**src/rtl/sampler_pkg.sv**
```systemverilog
// Shared types, RGB channel slices and the window hit test for sticker_sampler.
package sampler_pkg;

  typedef logic [29:0] color_t;

  typedef enum logic [2:0] {
    IDLE,
    ARMED,
    ACCUM,
    EMIT,
    DONE
  } sampler_state_t;

  localparam int R_MSB = 29;
  localparam int R_LSB = 20;
  localparam int G_MSB = 19;
  localparam int G_LSB = 10;
  localparam int B_MSB = 9;
  localparam int B_LSB = 0;

  // True when coord lies in [origin + idx*pitch, origin + idx*pitch + win).
  // Evaluated at 16 bits so windows near the 12-bit edge never wrap.
  function automatic logic win_hit(input logic [11:0] coord,
                                   input logic [11:0] origin,
                                   input logic [1:0]  idx,
                                   input logic [11:0] pitch,
                                   input logic [11:0] win);
    logic [15:0] lo;
    lo = {4'd0, origin} + ({14'd0, idx} * {4'd0, pitch});
    return ({4'd0, coord} >= lo) && ({4'd0, coord} < (lo + {4'd0, win}));
  endfunction

endpackage

```
**src/rtl/sticker_sampler_window_accum.sv**
```systemverilog
// One window column's R/G/B sum registers; avg is the sum shifted down by the window area.
module window_accum
  import sampler_pkg::*;
#(
  parameter int WIN_LOG2 = 3
) (
  input  logic   clk,
  input  logic   rst,
  input  logic   clr,
  input  logic   add,
  input  color_t pix,
  output color_t avg
);

  localparam int AW = 10 + 2 * WIN_LOG2;

  logic [AW-1:0] r_q, g_q, b_q;
  logic [AW-1:0] r_d, g_d, b_d;

  // clr and add together load the new pixel, so a frame restart keeps its first pixel.
  always_comb begin
    r_d = r_q;
    g_d = g_q;
    b_d = b_q;
    if (clr) begin
      r_d = '0;
      g_d = '0;
      b_d = '0;
    end
    if (add) begin
      r_d = r_d + AW'(pix[R_MSB:R_LSB]);
      g_d = g_d + AW'(pix[G_MSB:G_LSB]);
      b_d = b_d + AW'(pix[B_MSB:B_LSB]);
    end
  end

  always_ff @(posedge clk) begin
    if (rst) begin
      r_q <= '0;
      g_q <= '0;
      b_q <= '0;
    end else begin
      r_q <= r_d;
      g_q <= g_d;
      b_q <= b_d;
    end
  end

  assign avg = {10'(r_q >> (2 * WIN_LOG2)),
                10'(g_q >> (2 * WIN_LOG2)),
                10'(b_q >> (2 * WIN_LOG2))};

endmodule

```
**src/rtl/sticker_sampler.sv**
```systemverilog
// Averages a 3x3 grid of square pixel windows into nine sticker colours per face capture.
// Optional STICKER_SAMPLER_OVERLAY_EN adds the registered In_window flag for box drawing.
module sticker_sampler
  import sampler_pkg::*;
#(
  parameter logic [11:0] X0       = 12'd200,
  parameter logic [11:0] Y0       = 12'd120,
  parameter logic [11:0] PITCH    = 12'd80,
  parameter int          WIN_LOG2 = 3
) (
  input  logic        Clk,
  input  logic        Reset,
  input  logic        Start,
  input  logic        Pix_valid,
  input  logic [11:0] X_cont,
  input  logic [11:0] Y_cont,
  input  logic [29:0] Pix_in,
  output logic [29:0] Color_out,
  output logic        Color_valid,
  output logic [3:0]  Sticker_idx,
  output logic        Busy,
`ifdef STICKER_SAMPLER_OVERLAY_EN
  output logic        In_window,
`endif
  output logic        Done
);

  localparam logic [11:0] WIN    = 12'(1 << WIN_LOG2);
  localparam logic [11:0] X_LAST = X0 + 12'd2 * PITCH + WIN - 12'd1;

  sampler_state_t state_q, state_d;
  logic [1:0]  row_q, row_d;
  logic [1:0]  emit_cnt_q, emit_cnt_d;
  color_t      color_q, color_d;
  logic        valid_q, valid_d;
  logic [3:0]  idx_q, idx_d;
  logic        busy_q, busy_d;
  logic        done_q, done_d;

  logic        frame_start, restart, accept, last_px, y_hit, acc_clr;
  logic [1:0]  row_eff;
  logic [11:0] y_last;
  logic [2:0]  x_hit, acc_add;
  color_t      avg [3];

  // A restarting frame is judged against row 0 even though row_q has not reset yet.
  always_comb begin
    frame_start = Pix_valid && (X_cont == 12'd0) && (Y_cont == 12'd0);
    restart     = frame_start &&
                  ((state_q == ARMED) || (state_q == ACCUM) || (state_q == EMIT));
    row_eff     = restart ? 2'd0 : row_q;
    y_hit       = win_hit(Y_cont, Y0, row_eff, PITCH, WIN);
    for (int c = 0; c < 3; c++) begin
      x_hit[c] = win_hit(X_cont, X0, 2'(c), PITCH, WIN);
    end
    y_last  = Y0 + {10'd0, row_eff} * PITCH + WIN - 12'd1;
    last_px = Pix_valid && (X_cont == X_LAST) && (Y_cont == y_last);
    accept  = Pix_valid && ((state_q == ACCUM) || restart);
    for (int c = 0; c < 3; c++) begin
      acc_add[c] = accept && y_hit && x_hit[c];
    end
  end

  for (genvar c = 0; c < 3; c++) begin : g_col
    window_accum #(
      .WIN_LOG2(WIN_LOG2)
    ) u_accum (
      .clk(Clk),
      .rst(Reset),
      .clr(acc_clr),
      .add(acc_add[c]),
      .pix(Pix_in),
      .avg(avg[c])
    );
  end

  // Col 0 and col 1 windows close earlier on the same line, so their sums are final
  // when the col 2 last pixel arrives; col 2 is read two cycles later.
  always_comb begin
    state_d    = state_q;
    row_d      = row_q;
    emit_cnt_d = emit_cnt_q;
    color_d    = color_q;
    valid_d    = 1'b0;
    idx_d      = idx_q;
    done_d     = 1'b0;
    acc_clr    = 1'b0;
    unique case (state_q)
      IDLE: begin
        if (Start) state_d = ARMED;
      end
      ARMED: begin
        if (restart) begin
          acc_clr = 1'b1;
          row_d   = 2'd0;
          state_d = ACCUM;
        end
      end
      ACCUM: begin
        if (restart) begin
          acc_clr = 1'b1;
          row_d   = 2'd0;
        end else if (last_px) begin
          state_d    = EMIT;
          emit_cnt_d = 2'd1;
          valid_d    = 1'b1;
          color_d    = avg[0];
          idx_d      = {2'b00, row_q} * 4'd3;
        end
      end
      EMIT: begin
        if (restart) begin
          acc_clr = 1'b1;
          row_d   = 2'd0;
          state_d = ACCUM;
        end else if (emit_cnt_q == 2'd3) begin
          acc_clr = 1'b1;
          if (row_q == 2'd2) begin
            state_d = DONE;
            done_d  = 1'b1;
          end else begin
            row_d   = row_q + 2'd1;
            state_d = ACCUM;
          end
        end else begin
          valid_d    = 1'b1;
          color_d    = (emit_cnt_q == 2'd1) ? avg[1] : avg[2];
          idx_d      = idx_q + 4'd1;
          emit_cnt_d = emit_cnt_q + 2'd1;
        end
      end
      DONE: begin
        state_d = IDLE;
      end
      default: state_d = IDLE;
    endcase
    busy_d = (state_d != IDLE);
  end

  always_ff @(posedge Clk) begin
    if (Reset) begin
      state_q    <= IDLE;
      row_q      <= 2'd0;
      emit_cnt_q <= 2'd0;
      color_q    <= '0;
      valid_q    <= 1'b0;
      idx_q      <= 4'd0;
      busy_q     <= 1'b0;
      done_q     <= 1'b0;
    end else begin
      state_q    <= state_d;
      row_q      <= row_d;
      emit_cnt_q <= emit_cnt_d;
      color_q    <= color_d;
      valid_q    <= valid_d;
      idx_q      <= idx_d;
      busy_q     <= busy_d;
      done_q     <= done_d;
    end
  end

  assign Color_out   = color_q;
  assign Color_valid = valid_q;
  assign Sticker_idx = idx_q;
  assign Busy        = busy_q;
  assign Done        = done_q;

`ifdef STICKER_SAMPLER_OVERLAY_EN
  logic in_window_q, in_window_d;
  logic any_x, any_y;

  always_comb begin
    any_x = 1'b0;
    any_y = 1'b0;
    for (int i = 0; i < 3; i++) begin
      any_x = any_x | win_hit(X_cont, X0, 2'(i), PITCH, WIN);
      any_y = any_y | win_hit(Y_cont, Y0, 2'(i), PITCH, WIN);
    end
    in_window_d = (state_q != IDLE) && Pix_valid && any_x && any_y;
  end

  always_ff @(posedge Clk) begin
    if (Reset) in_window_q <= 1'b0;
    else       in_window_q <= in_window_d;
  end

  assign In_window = in_window_q;
`endif

endmodule

```
**config.mk**
```make
export PLATFORM = sky130hd
export DESIGN_NAME = sticker_sampler
export DESIGN_NICKNAME = d
export VERILOG_FILES = /design/src/rtl/sampler_pkg.sv /design/src/rtl/sticker_sampler_window_accum.sv /design/src/rtl/sticker_sampler.sv
export SDC_FILE = /design/constraint.sdc
export NUM_CORES = 1
export LEC_CHECK = 0
export CAP_MARGIN = 15
export CORE_MARGIN = 4
export CORE_UTILIZATION = 60
export DETAILED_ROUTE_END_ITERATION = 6
export GPL_ROUTABILITY_DRIVEN = 0
export GPL_TIMING_DRIVEN = 0
export PLACE_DENSITY = 0.89
export SLEW_MARGIN = 20
export SYNTH_ARGS = -nofsm -noshare
export SYNTH_HDL_FRONTEND = slang
export SYNTH_SLANG_ARGS = --single-unit
```
**constraint.sdc**
```tcl
create_clock -name Clk -period 10 [get_ports Clk]
set_clock_uncertainty 0.15 [all_clocks]
set_input_delay 1 -clock Clk [delete_from_list [all_inputs] [get_ports Clk]]
set_output_delay 1 -clock Clk [all_outputs]
set_load 0.005 [all_outputs]
```
# Word level (Yosys, flattened, before mapping)
# Cells that the tools add are included.
[word_totals]
regBits = 188
wordCells = 145
[classes]
n_addsub = 17
multipliers = 3
n_lt_le_gt_ge = 8
eq_ne = 14
mux = 57
bitwise = 2
reduce_logical = 27
[ops]
columns = ["cell", "count"]
rows = [
  ["16-bit two-way mux", 18],
  ["30-bit two-way mux", 5],
  ["16-bit by 10-bit adder with 16-bit output", 9],
  ["30-bit case mux with 2 select lines", 1],
  ["12-bit by 9-bit >= comparator with 1-bit output, second input constant", 2],
  ["12-bit logical NOT", 2],
  ["12-bit by 9-bit < comparator with 1-bit output, second input constant", 2],
  ["10-bit by 4-bit adder with 11-bit output, second input constant", 2],
  ["3-bit two-way mux", 7],
  ["7-bit by 9-bit adder with 10-bit output, first input constant", 2],
  ["2-bit two-way mux", 8],
  ["4-bit two-way mux", 4],
  ["1-bit logical AND", 14],
  ["12-bit equality test", 1],
  ["12-bit by 9-bit equality test with 1-bit output, second input constant", 1],
  ["12-bit by 10-bit >= comparator with 1-bit output", 1],
  ["12-bit by 8-bit >= comparator with 1-bit output, second input constant", 1],
  ["12-bit by 11-bit < comparator with 1-bit output", 1],
  ["12-bit by 8-bit < comparator with 1-bit output, second input constant", 1],
  ["3-bit case mux with 4 select lines", 1],
  ["11-bit by 1-bit subtractor with 12-bit output, second input constant", 1],
  ["2-bit by 3-bit multiplier with 5-bit output, second input constant", 2],
  ["1-bit two-way mux", 8],
  ["2-bit inequality test, second input constant", 4],
  ["21 further kinds", 30],
]

# Longest topological paths before layout
# Gate-level depths: netlist of run 1.
[logic_depth]
ltp_word = 15
depth_mapped = 20
ltp_nobuf = 14

# By module
# From an unflattened synthesis of run 1, not the netlist that was laid out.
[hier_totals]
cells_unflattened = 1693
area_unflattened_um2 = 13815.8
[by_module_without_submodules]
columns = ["module", "n_inst", "cells_per_inst", "area_per_inst_um2"]
rows = [
  ["window_accum", 3, 442, 3590.9],
  ["sticker_sampler", 1, 367, 3042.9],
]

# Worst setup path before layout of run 1
# No wires, ideal clock.
[synth_path]
path_kind = "input -> register"
startpoint = "input X_cont[9]"
endpoint = "register g_col[0].u_accum.r_q[11]"
setup_ns = 0.135
arrival_ns = 4.736
required_ns = 9.715
slack_ns = 4.979
stages = 17
path_buffers = 4
path_cell_list = "nor3_2 nand4_1 or3_1 clkbuf_1 clkbuf_1 clkbuf_1 nand2_1 inv_1 ha_1 nand4_1 ha_1 or4_1 nor4_4 nand3_2 clkbuf_1 o311ai_0 o41ai_1"
[synth_via]
elab_chain_cells = 13
[synth_lines]
columns = ["element", "line_no", "text"]
rows = [
  ["from (decl)", "sticker_sampler.sv:15", "input logic [11:0] X_cont,"],
  ["12-bit logical NOT", "sticker_sampler.sv:48", "frame_start = Pix_valid && (X_cont == 12'd0) && (Y_cont == 12'd0);"],
  ["1-bit logical AND (2 in series)", "sticker_sampler.sv:48", ""],
  ["1-bit logical AND", "sticker_sampler.sv:49", "restart = frame_start &&"],
  ["2-bit two-way mux", "n/a", ""],
  ["2-bit by 3-bit multiplier with 5-bit output", "sampler_pkg.sv:29", "lo = {4'd0, origin} + ({14'd0, idx} * {4'd0, pitch});"],
  ["7-bit by 9-bit adder with 10-bit output", "sampler_pkg.sv:29", ""],
  ["10-bit by 4-bit adder with 11-bit output", "sampler_pkg.sv:30", "return ({4'd0, coord} >= lo) && ({4'd0, coord} < (lo + {4'd0, win}));"],
  ["12-bit by 11-bit < comparator with 1-bit output", "sampler_pkg.sv:30", ""],
  ["1-bit logical AND", "sampler_pkg.sv:30", ""],
  ["1-bit logical AND (2 in series)", "sticker_sampler.sv:60", "acc_add[c] = accept && y_hit && x_hit[c];"],
  ["16-bit two-way mux (*)", "sticker_sampler_window_accum.sv:30", "if (add) begin"],
  ["to (signal assigned)", "sticker_sampler_window_accum.sv:43", "r_q <= r_d;"],
  ["to (decl)", "sticker_sampler_window_accum.sv:17", "logic [AW-1:0] r_q, g_q, b_q;"],
]
# Mark *: on every way between the ends. The rest lies on a longest branch, timed or not.
# A chain may end at the register's enable or synchronous reset.

# Worst setup path after layout of run 1
[layout_path]
startpoint = "input Y_cont[4]"
endpoint = "register g_col[0].u_accum.r_q[1]"
[layout_via]
elab_chain_cells = 12
[layout_lines]
columns = ["element", "line_no", "text"]
rows = [
  ["from (decl)", "sticker_sampler.sv:16", "input logic [11:0] Y_cont,"],
  ["12-bit logical NOT", "sticker_sampler.sv:48", ""],
  ["1-bit logical AND", "sticker_sampler.sv:48", ""],
  ["1-bit logical AND", "sticker_sampler.sv:49", ""],
  ["2-bit two-way mux", "n/a", ""],
  ["2-bit by 3-bit multiplier with 5-bit output", "sampler_pkg.sv:29", ""],
  ["7-bit by 9-bit adder with 10-bit output", "sampler_pkg.sv:29", ""],
  ["10-bit by 4-bit adder with 11-bit output", "sampler_pkg.sv:30", ""],
  ["12-bit by 11-bit < comparator with 1-bit output", "sampler_pkg.sv:30", ""],
  ["1-bit logical AND", "sampler_pkg.sv:30", ""],
  ["1-bit logical AND (2 in series)", "sticker_sampler.sv:60", ""],
  ["16-bit two-way mux (*)", "sticker_sampler_window_accum.sv:30", ""],
]
# Marked as above.

==> impl_metrics.ini, run 1 <==
[status]
status = finished, final reports clean

[power]
leakagePower_uw = 0.00614
total_power_uw = 1570
irDropWorstVdd_mv = 0.123
power.density_mw_per_mm2 = 106

[drt]
wl_per_cell_um = 20.0
wl_um = 40900
antenna_left = 0
viasPerCell = 6.67
drtIter0Drc = 1494
drc = 0
vias = 13600
dr.pass1.iters = 5

[worst_setup_path]
endpoint_kind = flip-flop
setup.worst_path.start_class = primary input
crit_required_ns = 10.16
critPathMaxStageDelay_ns = 0.51
path_max_fanout = 10
worstPathArrival_ns = 6.90
slowest_stage = clkdlybuf4s50_1
path_class = in2reg
worstPathCellList = clkdlybuf4s50_1, nor4_1, nand4_1, or3_1, clkbuf_1, clkbuf_1, clkbuf_1, nand2_1, inv_1, ha_1, inv_1, ha_1, nor2b_1, nand4_1, a31oi_1, clkbuf_1, nand3_2, clkbuf_1, buf_1, nand2_1, a21oi_1
cpMostUsedCell = clkbuf_1

[clock_network]
cts.sinks = 188
clkLatencyLatePin_ns = 0.45
post_cts_resized = 0
clockBufferDepth = 2
cts_buffers = 17
cts-hold-fix-buffers = 0
postCtsSetupBuffers = 0
path_clk_slew_ns = 0.08
cts_max_level = 4
cts_tree = done
cts-root-buf = clkbuf_16

[global_route]
grt_max_degree = 20
grt_pass1_wl_um = 64200
grt_pass1_vias = 12700
overflow = 0
antenna_found_initial = 0
track_usage_pct = 33.0

[place]
place_inst = 2010
port_buffers = 94
dp.final_hpwl_um = 29800

[sta]
slew_violations = 0
tns_ns = 0
worst_slew_pin_slew_ns = 1.05
finalHoldViolations = 0
fmax_mhz = 149
rsz0062_at_grt = no
relSlewSlack_pct = 29.8
finalWorstPathRequiredPeriod_ns = 6.73
hold_ws_ns = 0.305
final.period_utilization_pct = 67.3
setup_viol = 0

[synthesis]
syn_avg_cell_area_sq_um = 7.88
syn_inst = 1641
synth.cell_area_sq_mm = 0.0129
synth.distinct_cells = 68
ys_seq_area_share_pct = 29.1
synth_async_sr_flop_share_pct = 0
synth_nets = 1816
synth-edff-count = 0
yosysWarnings = 0
ys.flop_type = dfxtp_1
ys_ff_latch = 188

[cells_and_area]
diodes = 0
final_nets = 1929
fin_cells = 2042
drive_above_1_share_pct = 3.68
syn_to_final_growth_pct = 14.4

[die]
core-area_sq_mm = 0.0211
die_h_um = 155
row_count = 53
initial_utilization_pct = 61.3
die-area_sq_mm = 0.0240
die_w_um = 155
io_pins = 95

[worst_hold_path]
hp-class = reg2reg

[flow_run]
maxCapViolCount = 0
==> worst max-delay path, delay by kind of cell <==
kind,cells,cell delay [ns]
and+or+nand+nor,8,1.96
AOI/OAI and AO/OA,2,0.44
adders and majority gates,2,0.58
buffers and inverters,9,2.89
==> per-layer routing <==
metal | GRT usage (%) | wire [um] | share of wire [%]
met4 | 21.4 | 2770 | 6.8
met2 | 51.2 | 17700 | 43
met3 | 5.65 | 4240 | 10
met5 | 0.828 | 0 | 0
met1 | 42.4 | 16200 | 40
==> power by group <==
part           switching, uW  internal [uW]  total (uW)
Combinational           78.4           52.9         131
Clock                    351            335         686
Sequential             0.168            748         748
==> cells in the final DEF, fill, tap and decap left out, types with 8 or more instances in the layout <==
cell type	count
nand2b_1	32
inv_1	29
a211oi_1	18
nor4_1	12
or3_1	18
and3_1	108
a31oi_1	11
dfxtp_1	188
a21oi_1	176
buf_2	15
nor2b_1	11
clkbuf_16	17
mux2i_1	64
nand3_1	48
fa_1	9
o211ai_1	45
ha_1	108
clkbuf_1	67
xor2_1	20
o21a_1	11
a211o_1	9
xnor2_1	30
nand4_1	33
clkdlybuf4s50_1	94
nor3_1	30
o21ai_0	27
a21o_1	37
nand2_1	305
buf_1	8
nor2_1	52
o31ai_1	15
or4_1	11
==> flip-flops by register name, summed over array words and instances, names as in the netlist <==
| name | count |
|---|---|
| Color_valid | 1 |
| state_q | 3 |
| Sticker_idx | 4 |
| g_col.u_accum.b_q | 48 |
| row_q | 2 |
| g_col.u_accum.g_q | 48 |
| Done | 1 |
| Color_out | 30 |
| emit_cnt_q | 2 |
| Busy | 1 |
| g_col.u_accum.r_q | 48 |
==> cells in the mapped netlist (32+ instances only) <==
cell type    n  area share (%)
nand2_1    305             8.9
dfxtp_1    188              29
a21oi_1    176             6.8
and3_1     108             5.2
ha_1       108              10
clkbuf_1    66             1.9
mux2i_1     64             5.0
nor2_1      52             1.5
nand3_1     48             1.9
o211ai_1    45             2.6
a21o_1      37             2.1
nand4_1     33             1.6
nand2b_1    32             1.5
==> cells by family (layout without fill, tap and decap cells) <==
logic type	count (synthesis)	after routing	synth area share [%]
and+or+nand+nor	697	697	26.7
AOI/OAI and AO/OA	403	403	20.1
DFF	188	188	29.1
buffers and inverters	121	247	3.80
adders and majority gates	117	117	11.8
muxes	65	65	5.04
xor gates and xnor gates	50	50	3.39
==> layout make-up <==
class / count / area (sq um)
Timing Repair Buffer: 94 / 941
Buffer: 92 / 383
Clock buffer: 18 / 429
Multi-Input combinational cell: 1332 / 8670
Inverter: 29 / 109
Fill cell: 1648 / 6300
Tap cell: 275 / 344
Sequential cell: 188 / 3760
Clock inverter: 14 / 144
==> path summary, 6_finish.rpt <==
path / from / to / slack, ns / cells past startpoint
hold / removal: Color_out[19]$_SDFFE_PP0P_ / Color_out[19]$_SDFFE_PP0P_ / 0.31 / 2
hold reg to reg: Color_out[19]$_SDFFE_PP0P_ / Color_out[19]$_SDFFE_PP0P_ / 0.31 / 2
setup reg to reg: state_q[1]$_SDFF_PP0_ / g_col[0].u_accum.r_q[1]$_SDFF_PP0_ / 3.76 / 19
setup / recovery: Y_cont[4] / g_col[0].u_accum.r_q[1]$_SDFF_PP0_ / 3.27 / 21
==> through the flow <==
step / cell area (sq um) / setup slack (ns) / utilization [%]
2_1_floorplan: 12900 / 4.98 / -
3_3_place_gp: 14200 / 3.06 / 67.4
3_5_place_dp: 14200 / 3.03 / 67.4
4_1_cts: 14800 / 3.44 / 70.1
5_1_grt: 14800 / 2.98 / 70.1
6_report: 14800 / 3.27 / 70.1
(Power assumes the default switching activity.)
==> run 2, diff against run 1 <==
--- a/config.mk
+++ b/config.mk
@@ -7,11 +7,11 @@
 export LEC_CHECK = 0
 export CAP_MARGIN = 15
 export CORE_MARGIN = 4
-export CORE_UTILIZATION = 60
+export CORE_UTILIZATION = 54
 export DETAILED_ROUTE_END_ITERATION = 6
 export GPL_ROUTABILITY_DRIVEN = 0
 export GPL_TIMING_DRIVEN = 0
-export PLACE_DENSITY = 0.89
+export PLACE_DENSITY = 0.85
 export SLEW_MARGIN = 20
 export SYNTH_ARGS = -nofsm -noshare
 export SYNTH_HDL_FRONTEND = slang
==> constraint.sdc (replaced) <==
create_clock -name Clk -period 5.71 [get_ports Clk]
set_clock_uncertainty 0.15 [all_clocks]
set_input_delay 0.571 -clock Clk [delete_from_list [all_inputs] [get_ports Clk]]
set_output_delay 0.571 -clock Clk [all_outputs]
set_load 0.005 [all_outputs]
==> run 2 against run 1 <==
Compared with the run above:
- final area increased by 0.99%
- via count fell by 1.6%
- worst setup slack got worse by 3.1 ns
==> impl_metrics.ini, run 2 (synthesized netlist as in run 1, its figures left out) <==
[place]
place_inst = 2054
dp.final_hpwl_um = 30500
dp_worst_setup_slack_ns = -0.924
port_buffers = 94
placed_cell_area_sq_mm = 0.0143

[clock_network]
clockBufferDepth = 2
cts.sinks = 188
path_clk_slew_ns = 0.08
clkLatencyLatePin_ns = 0.45
cts-hold-fix-buffers = 0
cts_buffers = 17
cts_tree = done
cts-root-buf = clkbuf_16
cts_max_level = 4

[drt]
drc = 0
wl_um = 42100
vias = 13400
drtIter0Drc = 1667
antenna_left = 0
dr.pass1.iters = 6
wl_per_cell_um = 20.2
viasPerCell = 6.41

[worst_setup_path]
worstPathArrival_ns = 5.75
crit_required_ns = 5.93
path_class = in2reg
endpoint_kind = flip-flop
path_max_fanout = 19
setup.worst_path.start_class = primary input
reg2reg_slack_ns = 0.35
r2r_start = state_q[0]$_SDFF_PP0_
timing.rr.end = g_col[0].u_accum.r_q[12]$_SDFF_PP0_
r2r_cells = 15

[die]
row_count = 56
core-area_sq_mm = 0.0235
io_pins = 95
die_h_um = 163
die_w_um = 163
initial_utilization_pct = 54.9
die-area_sq_mm = 0.0265

[sta]
worst_slew_pin_slew_ns = 1.06
final.period_utilization_pct = 96.8
finalWorstPathRequiredPeriod_ns = 5.53
rsz0062_at_grt = no
fmax_mhz = 181
setup_viol = 0
relSlewSlack_pct = 29.1
slew_violations = 0
postLayoutSetupSlackWorst_ns = 0.182
finalHoldViolations = 0

[global_route]
grt_max_degree = 20
track_usage_pct = 31.1
grt_pass1_vias = 12800
overflow = 0
antenna_found_initial = 0
grt_pass1_wl_um = 66100

[worst_hold_path]
min_to = Color_out[28]$_SDFFE_PP0P_
hp-class = reg2reg
min_from = Color_out[28]$_SDFFE_PP0P_
whs_path_depth = 2

[power]
leakagePower_uw = 0.00619
irDropWorstVdd_mv = 0.147
power.density_mw_per_mm2 = 186

[cells_and_area]
final_nets = 1931
multi_input_area_sq_mm = 0.00870
fin_cells = 2088
final_cell_mix = nand2_1, dfxtp_1, a21oi_1, and3_1, ha_1
stdcell_area_sq_mm = 0.0149
syn_to_final_growth_pct = 15.5
top_regs = g_col.u_accum.b_q x48, g_col.u_accum.g_q x48, g_col.u_accum.r_q x48
n_fill_cell = 1965
layout_commonest_cell = nand2_1
drive_above_1_share_pct = 4.52
ff_latch_area_sq_mm = 0.00376
diodes = 0

[status]
status = finished, final reports clean

[flow_run]
maxCapViolCount = 0
## run 2: cell type report
type,count,share of cell area (%)
sequential,188,25.2
buffer,91,2.61
timing repair buffer,97,6.45
clock inverter,15,1.24
tap,319,2.67
multi-input combinational,1332,58.2
inverter,29,0.729
clock buffer,17,2.85
## run 2: routing by layer
| metal | vias up | global-route usage [%] | part of all wire (%) |
|---|---|---|---|
| li1 | 6237 | - | - |
| met1 | 6170 | 39.6 | 39 |
| met2 | 785 | 47.5 | 44 |
| met3 | 200 | 7.57 | 11 |
| met4 | 0 | 19.5 | 6.7 |
| met5 | - | 0 | 0 |
## run 2: how the worst max path moves through the flow
stage,start,to,slack [ns],cells after the start
finish,Y_cont[4],g_col[0].u_accum.b_q[8]$_SDFF_PP0_,0.18,17
global route,Y_cont[4],g_col[1].u_accum.g_q[3]$_SDFF_PP0_,0.05,19
CTS,Y_cont[4],g_col[1].u_accum.r_q[15]$_SDFF_PP0_,0.003,18
detailed placement,Y_cont[4],g_col[0].u_accum.r_q[0]$_SDFF_PP0_,-0.92,19
global placement,Y_cont[4],g_col[0].u_accum.r_q[2]$_SDFF_PP0_,-0.91,19
floorplan,X_cont[9],g_col[0].u_accum.r_q[11]$_SDFF_PP0_,1.12,17
## run 2: critical path, cell delays in order
cell	delay [ns]
clkdlybuf4s50_1	0.50
nor4_1	0.36
nand4_1	0.19
or3_1	0.40
clkbuf_1	0.27
buf_2	0.36
nand2_1	0.20
inv_1	0.09
ha_1	0.30
nand4_1	0.08
ha_1	0.20
or4_1	0.61
nor4_4	0.35
and3_1	0.26
clkbuf_1	0.68
nand2_1	0.12
a21oi_1	0.19
## run 2: stage by stage
stage | TNS, ns | power (uW) | utilization, % | hold slack [ns]
floorplan | 0 | 1460 | - | 0.288
global placement | -57.60 | 1560 | 60.6 | 0.294
detailed placement | -68.22 | 1560 | 60.6 | 0.297
CTS | 0 | 2770 | 63.3 | 0.307
global route | 0 | 2850 | 63.4 | 0.330
finish | 0 | 2780 | 63.4 | 0.307
## run 2: repair_timing
action	CTS	global route
buffers inserted	3	0
resized for setup	6	9
setup endpoints to repair	110	117
pin swaps	2	0
## run 2: power breakdown
part | internal [uW] | switching, uW | leakage (uW) | total, uW
logic | 93.1 | 140 | 0.00438 | 233
clock network | 627 | 606 | 0.000298 | 1230
registers | 1310 | 0.219 | 0.00151 | 1310
total | 2030 | 746 | 0.00619 | 2780
